<file path="src/rtl/sbox_cfg_ctrl.sv">
// sbox_cfg_ctrl: serialises one 16-nibble S-box row into 16 edit-bus writes, stalling on DES activity.
// Optional permanent configuration lock enabled by defining SBOX_CFG_LOCK_EN.
module sbox_cfg_ctrl (
  input  logic        clk,
  input  logic        rst_n,
  input  logic        i_row_valid,
  output logic        o_row_ready,
  input  logic [63:0] i_row_data,
  input  logic [2:0]  i_sbox_sel,
  input  logic [1:0]  i_row_sel,
  input  logic        i_des_busy,
  input  logic        i_lock,
  output logic        edit_sbox,
  output logic [3:0]  new_sbox_val,
  output logic [2:0]  sbox_sel,
  output logic [1:0]  row_sel,
  output logic [3:0]  col_sel,
  output logic        o_cfg_busy,
  output logic        o_done,
  output logic        o_locked
);
  typedef enum logic [1:0] {IDLE, WAIT, WRITE, DONE} state_t;
  state_t state, state_n;
  logic [63:0] data, src_data;
  logic [2:0]  sbox, src_sbox;
  logic [1:0]  row, src_row;
  logic [4:0]  cnt;
  logic        rdy, take, issue, lock_n;
  assign take        = i_row_valid & rdy;
  assign o_row_ready = rdy;
  assign o_cfg_busy  = state != IDLE;
  assign o_done      = state == DONE;
  // The first write may issue in the handshake cycle, before the row is captured
  assign src_data = state == IDLE ? i_row_data : data;
  assign src_sbox = state == IDLE ? i_sbox_sel : sbox;
  assign src_row  = state == IDLE ? i_row_sel  : row;
  always_comb begin
    state_n = state;
    issue   = 1'b0;
    case (state)
      IDLE: begin
        state_n = take ? (i_des_busy ? WAIT : WRITE) : IDLE;
        issue   = take & ~i_des_busy;
      end
      WAIT: begin
        state_n = i_des_busy ? WAIT : WRITE;
        issue   = ~i_des_busy;
      end
      WRITE: begin
        state_n = cnt[4] ? DONE : WRITE;
        issue   = ~cnt[4] & ~i_des_busy;
      end
      default: state_n = IDLE;
    endcase
  end
  always_ff @(posedge clk or negedge rst_n) begin
    if (!rst_n) begin
      state        <= IDLE;
      cnt          <= 5'd0;
      rdy          <= 1'b0;
      data         <= 64'd0;
      sbox         <= 3'd0;
      row          <= 2'd0;
      edit_sbox    <= 1'b0;
      new_sbox_val <= 4'd0;
      sbox_sel     <= 3'd0;
      row_sel      <= 2'd0;
      col_sel      <= 4'd0;
    end else begin
      state        <= state_n;
      cnt          <= state == DONE ? 5'd0 : cnt + 5'(issue);
      rdy          <= state_n == IDLE && !lock_n;
      data         <= take ? i_row_data : data;
      sbox         <= take ? i_sbox_sel : sbox;
      row          <= take ? i_row_sel : row;
      edit_sbox    <= issue;
      new_sbox_val <= issue ? src_data[{cnt[3:0], 2'b00} +: 4] : 4'd0;
      sbox_sel     <= issue ? src_sbox : 3'd0;
      row_sel      <= issue ? src_row : 2'd0;
      col_sel      <= issue ? cnt[3:0] : 4'd0;
    end
  end
`ifdef SBOX_CFG_LOCK_EN
  logic lock;
  assign lock_n   = lock | i_lock;
  assign o_locked = lock & (state == IDLE);
  always_ff @(posedge clk or negedge rst_n) begin
    if (!rst_n) lock <= 1'b0;
    else        lock <= lock_n;
  end
`else
  assign lock_n   = i_lock & 1'b0;
  assign o_locked = 1'b0;
`endif
endmodule

</file>
<file path="config.mk">
export PLATFORM = sky130hd
export DESIGN_NAME = sbox_cfg_ctrl
export DESIGN_NICKNAME = d
export VERILOG_FILES = /design/src/rtl/sbox_cfg_ctrl.sv
export SDC_FILE = /design/constraint.sdc
export NUM_CORES = 1
export LEC_CHECK = 0
export CORE_MARGIN = 3
export CORE_UTILIZATION = 34
export CTS_BUF_LIST = sky130_fd_sc_hd__clkbuf_4 sky130_fd_sc_hd__clkbuf_8 sky130_fd_sc_hd__clkbuf_16
export DETAILED_ROUTE_END_ITERATION = 16
export GPL_TIMING_DRIVEN = 0
export PLACE_DENSITY = 0.66
export SETUP_SLACK_MARGIN = 0.02
export SLEW_MARGIN = 20
export SYNTH_ARGS = -nofsm -noshare
export SYNTH_HDL_FRONTEND = slang
export SYNTH_SLANG_ARGS = --single-unit
</file>
<file path="constraint.sdc">
create_clock -name clk -period 1.8 [get_ports clk]
set_input_delay 0.54 -clock clk [delete_from_list [all_inputs] [get_ports clk]]
set_output_delay 0.54 -clock clk [all_outputs]
set_load 0.05 [all_outputs]
</file>
## Word level (Yosys, flattened, before mapping)

Cells that the tools add are included.

- Shifts and indexed selects: 1
- Mux-type cells: 13
- Bitwise logic cells: 5
- Add/subtract/negate cells: 1
- Reductions and logical operators: 3
- Equal/unequal tests: 3

Operators with widths:

| cell | number |
|---|---|
| 2-to-1 mux 64 bit | 1 |
| indexed part select 64 x 7 -> 4 bit | 1 |
| 2-to-1 mux 2 bit | 4 |
| 2-to-1 mux 4 bit | 2 |
| 2-to-1 mux 3 bit | 2 |
| case mux 2 bit (3 select lines) | 1 |
| adder 5 x 1 -> 5 bit | 1 |
| 2-to-1 mux 5 bit | 1 |
| == test 2 bit (second input constant) | 2 |
| zero test 2 bit | 2 |
| AND 1 bit | 3 |
| case mux 1 bit (3 select lines) | 1 |
| == test 2 x 1 -> 1 bit (second input constant) | 1 |
| NOT 1 bit | 2 |
| nonzero test 2 bit | 1 |
| 2-to-1 mux 1 bit | 1 |

- Register bits after elaboration: 91
- Output and inout port bits: 18
- Bits of input ports: 74

## Depth between registers and ports, before layout

Gate-level depths: netlist (run 1).

- Depth after elaboration: 5
- Gate-level depth with buffers: 9
- Depth with buffers taken out: 9

## Worst setup path after synthesis (run 1)

OpenSTA, ideal clock, no wires.

- Kind: reg2reg
- Start: reg rdy, in the netlist o_row_ready
- End: reg cnt[4]
- Arrival: 1.973 ns
- Buffers on the path: 0
- Setup time: 0.142 ns
- Required time: 1.658 ns
- Cell stages (with the launch flop): 10
- Path slack: -0.314 ns
- Cells stage by stage: dfrtp_1 a21oi_1 o22ai_1 nand2_1 inv_1 ha_1 ha_1 nand3_1 xnor2_1 nor2_1

- Cells in the longest elaborated chain, start to end: 5

Ends and longest elaborated chain:

| item | RTL line | source |
|---|---|---|
| start: declaration | 28 | `logic rdy, take, issue, lock_n;` |
| start signal: assignment | 72 | `rdy <= state_n == IDLE && !lock_n;` |
| AND 1 bit | 29 | `assign take = i_row_valid & rdy;` |
| AND 1 bit | 43 | `issue = take & ~i_des_busy;` |
| case mux 1 bit (3 select lines) | 40 | `case (state)` |
| net issue | 28 |  |
| adder 5 x 1 -> 5 bit | 71 | `cnt <= state == DONE ? 5'd0 : cnt + 5'(issue);` |
| 2-to-1 mux 5 bit | 71 |  |
| end signal: assignment | 71 |  |
| end: declaration | 27 | `logic [4:0] cnt;` |

The timed path passes the listed nets, and every way through them passes these cells.
A chain may end at the register's enable or synchronous reset.

## Worst setup path in the final report (run 1)

- Start: reg state[0]
- End: out o_cfg_busy

- Cells in the longest elaborated chain, start to end: 1

Ends and longest elaborated chain:

| item | RTL line | source |
|---|---|---|
| start: declaration | 23 | `state_t state, state_n;` |
| start signal: assignment | 70 | `state <= state_n;` |
| nonzero test 2 bit | 31 | `assign o_cfg_busy = state != IDLE;` |
| end: declaration | 18 | `output logic o_cfg_busy,` |

Every way passes these cells.

==> results.sh, run 1 <==
export IMPL_grt_total_usage_pct=15.8
export IMPL_cts_tree="yes"
export IMPL_routedWlPerCell_um=18.0
export IMPL_timing_rr_end="new_sbox_val[0]$_DFF_PN0_"
export IMPL_p_seq_share_pct=31.3
export IMPL_fp_dieArea_um2=14600
export IMPL_max_slew_margin_rel_pct=62.5
export IMPL_power_frac_comb_pct=51.9
export IMPL_cts_buffers=9
export IMPL_p_switching_mw=3.99
export IMPL_core_area_um2=12700
export IMPL_ff2ff_setup_slack_ns=-0.26
export IMPL_num_vias=3128
export IMPL_final_common_cell="dfrtp_1"
export IMPL_reg2regPathDepth=8
export IMPL_slew_viol_final=0
export IMPL_drt_wl_total_mm=11.1
export IMPL_ant_nets=0
export IMPL_via_per_inst=5.09
export IMPL_worst_setup_path_type="register to primary output"
export IMPL_power_density_nw_per_um2=1790
export IMPL_synth_avg_cell_area_um2=14.3
export IMPL_finClkSkew_ns=0.00656
export IMPL_failed_checks="setup timing"
export IMPL_layout_nets=513
export IMPL_netlist_area_um2=4470
export IMPL_setup_viol=8
export IMPL_p_total_mw=11.4
export IMPL_place_ws_ns=-0.880
export IMPL_clock_sinks=91
export IMPL_r2r_start="state[0]$_DFF_PN0_"
export IMPL_yosys_register_bits=91
export IMPL_placementRows=41
export IMPL_crit_fanout=6
export IMPL_cp_data_arrival_time_ns=1.55
export IMPL_switching_share_pct=35.1
export IMPL_hpwl_mm=7.76
export IMPL_fp_dieH_um=121
export IMPL_grt_ovfl_total=0
export IMPL_ys_seq_area_share_pct=51.0
export IMPL_cts_root_buf="clkbuf_16"
export IMPL_synth_edf_count=0
export IMPL_cap_violations=0
export IMPL_endpoint_kind="primary output"
export IMPL_hold_class="input port to asynchronous set/reset pin"
export IMPL_start_util_pct=35.1
export IMPL_grt_max_degree=80
export IMPL_intPower_mw=7.37
export IMPL_rsz0062_at_grt="yes"
export IMPL_worstMarginPinSlew_ns=0.562
export IMPL_drive_gt1_share_pct=41.9
export IMPL_ys_warnings_count=0
export IMPL_period_share_pct=116
export IMPL_clk_pin_slew_ns=0.06
export IMPL_mostFrequentLayoutCells="88 x dfrtp_1, 70 x clkdlybuf4s50_1, 69 x mux2_2, 27 x nand2_1, 23 x mux4_2"
export IMPL_p_leak_nw=2.72
export IMPL_clkPwrFrac_pct=16.8
export IMPL_peakVddDrop_v=0.000810
export IMPL_grt_pass1_vias=3235
export IMPL_clk_path_buf_depth=2
export IMPL_clkLatencyLatePin_ns=0.34
export IMPL_drc_errors=0
export IMPL_grt_pass1_wl_mm=17.7
export IMPL_firstDrtPassIters=4
export IMPL_setup_slack_ns=-0.291
export IMPL_cp_required_ns=1.26
export IMPL_period_minus_slack_ns=2.09
export IMPL_synth_net_count=388
export IMPL_die_w_um=121
export IMPL_fmax_ghz=0.478
export IMPL_gp_congestion=0.760
export IMPL_port_buffers=89
export IMPL_critPathLaunchType="register"
export IMPL_status="finished, violations left"
export IMPL_syn_inst=312
export IMPL_synthFlopType="dfrtp_1"
export IMPL_top_level_ports=92
export IMPL_syn2layout_area_growth_pct=41.6
export IMPL_final_hold_violation_count=0
export IMPL_async_reset_ff_share_pct=100
export IMPL_antenna_found_initial=0
export IMPL_hold_buffers=0
export IMPL_synth_cell_types=38
export IMPL_drt_iter0_drc=137
export IMPL_h_tree_depth=3
==> stage by stage <==
| step | TNS, ns | instances | hold slack [ns] | instance area, um^2 | utilization [%] |
|---|---|---|---|---|---|
| floorplan | -0.596 | 312 | 0.244 | 4480 | - |
| global placement | -330.82 | 573 | 0.478 | 5580 | 43.9 |
| detailed placement | -41.45 | 574 | 0.375 | 5610 | 44.1 |
| CTS | -2.23 | 609 | 0.00888 | 6230 | 49.0 |
| global route | -2.01 | 614 | 0.0100 | 6320 | 49.7 |
| finish | -1.43 | 615 | 0.0119 | 6330 | 49.7 |
==> metal layers <==
layer | track usage (%) | up-vias | wire length, um
met3 | 4.44 | 10 | 700
li1 | - | 1412 | -
met1 | 22.0 | 1616 | 4850
met4 | 5.38 | 0 | 123
met5 | 0 | - | 0
met2 | 23.9 | 90 | 5410
==> Yosys cell counts, types with 2 or more instances <==
library cell	number	area (um^2)
a21oi_1	10	50.1
nand3_1	4	20.0
mux4_1	14	368
o21ai_0	3	15.0
mux4_2	16	360
nand2_1	29	109
inv_1	5	18.8
mux2_2	69	777
dfrtp_1	91	2280
and3_1	3	18.8
ha_1	2	25.0
a22o_1	2	17.5
nand4b_1	2	17.5
buf_2	2	10.0
mux2i_1	3	30.0
and2_1	3	18.8
clkbuf_1	6	22.5
a211o_1	3	26.3
nand2b_1	4	25.0
xnor2_1	2	17.5
nor2b_1	2	12.5
buf_4	2	15.0
nor2_1	9	33.8
buf_1	7	26.3
a22oi_1	6	45.0
==> registers in the layout, indices dropped and copies added, names as in the netlist <==
register,flops
data,64
cnt,5
col_sel,4
new_sbox_val,4
sbox,3
sbox_sel,3
row,2
row_sel,2
state,2
edit_sbox,1
o_row_ready,1
==> cell families (layout without fill, tap and decap cells) <==
logic type	after synthesis	in the layout	synth area share (%)
other cells	1	2	0.0839
xor+xnor	3	3	0.588
compound gates	29	29	4.31
flops	91	91	51.0
simple gates	59	59	6.27
fa+ha+maj	2	2	0.560
buf+inv	25	155	2.86
mux	102	102	34.4
==> how the worst max path moves through the flow <==
| stage | from | slack (ns) | endpoint |
|---|---|---|---|
| floorplan | state[1]$_DFF_PN0_ | -0.13 | new_sbox_val[0]$_DFF_PN0_ |
| global placement | rst_n | -3.53 | o_row_ready$_DFF_PN0_ |
| detailed placement | i_row_valid | -0.88 | cnt[4]$_DFF_PN0_ |
| CTS | state[1]$_DFF_PN0_ | -0.30 | o_cfg_busy |
| global route | state[0]$_DFF_PN0_ | -0.33 | o_cfg_busy |
| finish | state[0]$_DFF_PN0_ | -0.29 | o_cfg_busy |
==> repair_timing <==
item                                    CTS  global route
endpoints found under the setup margin   96            65
gates cloned                              2             0
buffers inserted                         18             9
resized for setup                        82            27
pin swaps                                12             8
==> worst max-delay path: stages (launching register included) <==
cell,delay [ns]
dfrtp_2,0.42
nor2_4,0.17
inv_4,0.07
buf_12,0.15
buf_12,0.13
buf_8,0.12
buf_8,0.14
==> power by group through the flow <==
| stage | Combinational, mW | Clock [mW] | Sequential, mW |
|---|---|---|---|
| 6_report | 5.89 | 1.91 | 3.56 |
| 3_3_place_gp | 4.74 | 0 | 3.50 |
| 3_5_place_dp | 4.84 | 0 | 3.57 |
| 2_1_floorplan | 3.17 | 0 | 3.82 |
| 4_1_cts | 5.76 | 1.97 | 3.54 |
| 5_1_grt | 6.36 | 2.03 | 3.69 |
==> cell type report <==
| class | instances | area (um^2) |
|---|---|---|
| multi-input combinational | 196 | 2170 |
| clock inverter | 6 | 65.1 |
| sequential | 91 | 2280 |
| inverter | 6 | 27.5 |
| timing repair buffer | 115 | 1180 |
| antenna | 1 | 2.50 |
| tap | 172 | 215 |
| fill | 1167 | 6390 |
| buffer | 18 | 143 |
| clock buffer | 10 | 239 |
Power figures use the tool's default switching activity.
==> inputs of run 2 (changes only) <==
--- a/config.mk
+++ b/config.mk
@@ -7,7 +7,6 @@
 export LEC_CHECK = 0
 export CORE_MARGIN = 3
 export CORE_UTILIZATION = 34
-export CTS_BUF_LIST = sky130_fd_sc_hd__clkbuf_4 sky130_fd_sc_hd__clkbuf_8 sky130_fd_sc_hd__clkbuf_16
 export DETAILED_ROUTE_END_ITERATION = 16
 export GPL_TIMING_DRIVEN = 0
 export PLACE_DENSITY = 0.66
==> results of run 2 <==
The final DEF is identical to that of run 1; final timing and power are the same.
==> inputs of run 3 (changes only) <==
--- a/config.mk
+++ b/config.mk
@@ -5,11 +5,14 @@
 export SDC_FILE = /design/constraint.sdc
 export NUM_CORES = 1
 export LEC_CHECK = 0
+export CELL_PAD_IN_SITES_DETAIL_PLACEMENT = 0
+export CELL_PAD_IN_SITES_GLOBAL_PLACEMENT = 1
 export CORE_MARGIN = 3
 export CORE_UTILIZATION = 34
 export DETAILED_ROUTE_END_ITERATION = 16
 export GPL_TIMING_DRIVEN = 0
-export PLACE_DENSITY = 0.66
+export HOLD_SLACK_MARGIN = 0.06
+export PLACE_DENSITY = 0.77
 export SETUP_SLACK_MARGIN = 0.02
 export SLEW_MARGIN = 20
 export SYNTH_ARGS = -nofsm -noshare
==> results.sh, run 3 (synthesized netlist as in run 1, its figures left out) <==
export IMPL_status="finished, violations left"
export IMPL_failed_checks="setup timing"
export IMPL_path_cells="nor2_4, inv_4, buf_12, buf_12, buf_8, buf_8"
export IMPL_clock_sinks=91
export IMPL_crit_slowest_cell="dfrtp_2"
export IMPL_slew_viol_final=0
export IMPL_crit_fanout=5
export IMPL_largest_reg_flops=64
export IMPL_setup_viol=9
export IMPL_period_share_pct=115
export IMPL_p_total_mw=11.1
export IMPL_setup_slack_ns=-0.273
export IMPL_fp_dieH_um=121
export IMPL_hold_class="input port to asynchronous set/reset pin"
export IMPL_finClkSkew_ns=0.00882
export IMPL_worstMarginPinSlew_ns=0.526
export IMPL_firstDrtPassIters=4
export IMPL_peakVddDrop_v=0.000863
export IMPL_antenna_found_initial=0
export IMPL_port_buffers=89
export IMPL_power_density_nw_per_um2=1780
export IMPL_place_ws_ns=-0.859
export IMPL_via_per_inst=4.96
export IMPL_layout_nets=511
export IMPL_drt_iter0_drc=178
export IMPL_ff2ff_setup_slack_ns=-0.24
export IMPL_period_minus_slack_ns=2.07
export IMPL_cts_tree="yes"
export IMPL_largest_register="data"
export IMPL_final_common_cell="dfrtp_1"
export IMPL_routedWlPerCell_um=17.7
export IMPL_cts_buffers=9
export IMPL_crit_path_end="o_cfg_busy"
export IMPL_final_hold_violation_count=0
export IMPL_start_util_pct=35.1
export IMPL_fp_dieArea_um2=14600
export IMPL_grt_pass1_wl_mm=17.3
export IMPL_syn2layout_area_growth_pct=39.1
export IMPL_max_slew_margin_rel_pct=65.1
export IMPL_grt_max_degree=50
export IMPL_num_vias=3035
export IMPL_drive_gt1_share_pct=40.7
export IMPL_grt_ovfl_total=0
export IMPL_cp_data_arrival_time_ns=1.53
export IMPL_p_leak_nw=2.68
export IMPL_grt_total_usage_pct=15.5
export IMPL_drc_errors=0
export IMPL_top_level_ports=92
export IMPL_grt_pass1_vias=3193
export IMPL_gp_congestion=0.785
export IMPL_cts_root_buf="clkbuf_16"
export IMPL_hpwl_mm=7.68
export IMPL_die_w_um=121
export IMPL_num_fill_cells=1181
export IMPL_rsz0062_at_grt="yes"
export IMPL_fmax_ghz=0.482
export IMPL_critPathLaunchType="register"
export IMPL_reg_top3="data x64, cnt x5"
export IMPL_crit_path_max_incr_delay_ns=0.42
export IMPL_cap_violations=0
export IMPL_drt_wl_total_mm=10.9
export IMPL_timing_rr_end="new_sbox_val[1]$_DFF_PN0_"
export IMPL_critPathLaunch="state[0]$_DFF_PN0_"
export IMPL_endpoint_kind="primary output"
export IMPL_mostFrequentLayoutCells="88 x dfrtp_1, 70 x clkdlybuf4s50_1, 69 x mux2_2, 26 x nand2_1, 26 x mux4_2"
export IMPL_ant_nets=0
export IMPL_r2r_start="state[0]$_DFF_PN0_"
export IMPL_clk_pin_slew_ns=0.06
export IMPL_diodes=0
export IMPL_reg2regPathDepth=8
export IMPL_clkLatencyLatePin_ns=0.34
export IMPL_clk_path_buf_depth=2
export IMPL_placementRows=41
export IMPL_worst_setup_path_type="register to primary output"
export IMPL_cp_required_ns=1.26
export IMPL_h_tree_depth=3
export IMPL_core_area_um2=12700
-- run 3: cell count changes in the layout (fill, tap and decap cells not counted), moves of 2 or more --
| cell | before | now |
|---|---|---|
| a21oi_1 | 4 | 9 |
| a21oi_2 | 6 | 1 |
| buf_1 | 2 | 0 |
| buf_2 | 0 | 6 |
| buf_4 | 18 | 21 |
| buf_6 | 8 | 4 |
| clkbuf_1 | 1 | 3 |
| clkbuf_2 | 8 | 4 |
| clkinv_4 | 2 | 0 |
| mux4_1 | 7 | 4 |
| mux4_2 | 23 | 26 |
-- run 3: worst max-delay path: cells and delay by family (launching register included) --
| kind | cells | cell delay [ns] |
|---|---|---|
| AND/OR/NAND/NOR | 1 | 0.17 |
| buffers and inverters | 5 | 0.60 |
| flip-flops | 1 | 0.42 |
-- run 3: final cells by class --
cell class / instances / area, um^2 / share of cell area (%)
Clock inverter: 4 / 25.0 / 0.403
Timing Repair Buffer: 112 / 1120 / 18.1
Inverter: 6 / 25.0 / 0.403
Multi-Input combinational cell: 196 / 2130 / 34.3
Tap cell: 172 / 215 / 3.46
Buffer: 19 / 158 / 2.54
Sequential cell: 91 / 2280 / 36.7
Clock buffer: 12 / 256 / 4.13
-- run 3: worst min path at each step --
stage                               from                     to  slack (ns)  cells after the start
floorplan                          rst_n       cnt[0]$_DFF_PN0_        0.24                      0
global placement    data[42]$_DFFE_PN0N_   data[42]$_DFFE_PN0N_        0.48                      1
detailed placement                 rst_n  sbox_sel[0]$_DFF_PN0_        0.49                      1
CTS                                rst_n  sbox_sel[0]$_DFF_PN0_        0.12                      1
global route                       rst_n  sbox_sel[1]$_DFF_PN0_        0.14                      1
finish                             rst_n  sbox_sel[0]$_DFF_PN0_        0.12                      1
-- run 3: routing by layer --
metal / vias up / part of all wire, % / GRT usage [%]
met5: - / 0 / 0
met4: 0 / 1.8 / 4.53
met3: 13 / 4.7 / 3.70
met2: 75 / 49 / 24.7
met1: 1547 / 45 / 21.4
li1: 1400 / - / -
-- run 3: stage by stage --
step | TNS [ns] | hold slack [ns] | area [um^2] | cells | utilization, %
2_1_floorplan | -0.596 | 0.244 | 4480 | 312 | -
6_report | -1.34 | 0.116 | 6210 | 612 | 48.8
3_3_place_gp | -330.37 | 0.478 | 5580 | 573 | 43.9
3_5_place_dp | -42.64 | 0.486 | 5610 | 574 | 44.1
5_1_grt | -1.99 | 0.136 | 6210 | 612 | 48.8
4_1_cts | -1.29 | 0.119 | 6170 | 610 | 48.5
-- run 3: report_power, final --
| group | total (mW) | switching, mW | internal [mW] |
|---|---|---|---|
| clock | 1.78 | 0.770 | 1.01 |
| combinational | 5.72 | 2.65 | 3.07 |
| sequential | 3.55 | 0.511 | 3.04 |
| total | 11.1 | 3.93 | 7.12 |
-- run 3: repair_timing --
action                                  4_1_cts  5_1_grt
gates resized for setup                      86       13
endpoints found under the setup margin       96       27
pin swaps                                    16        8
setup buffers                                18        2
hold buffers                                  0        0
cloned                                        2        0
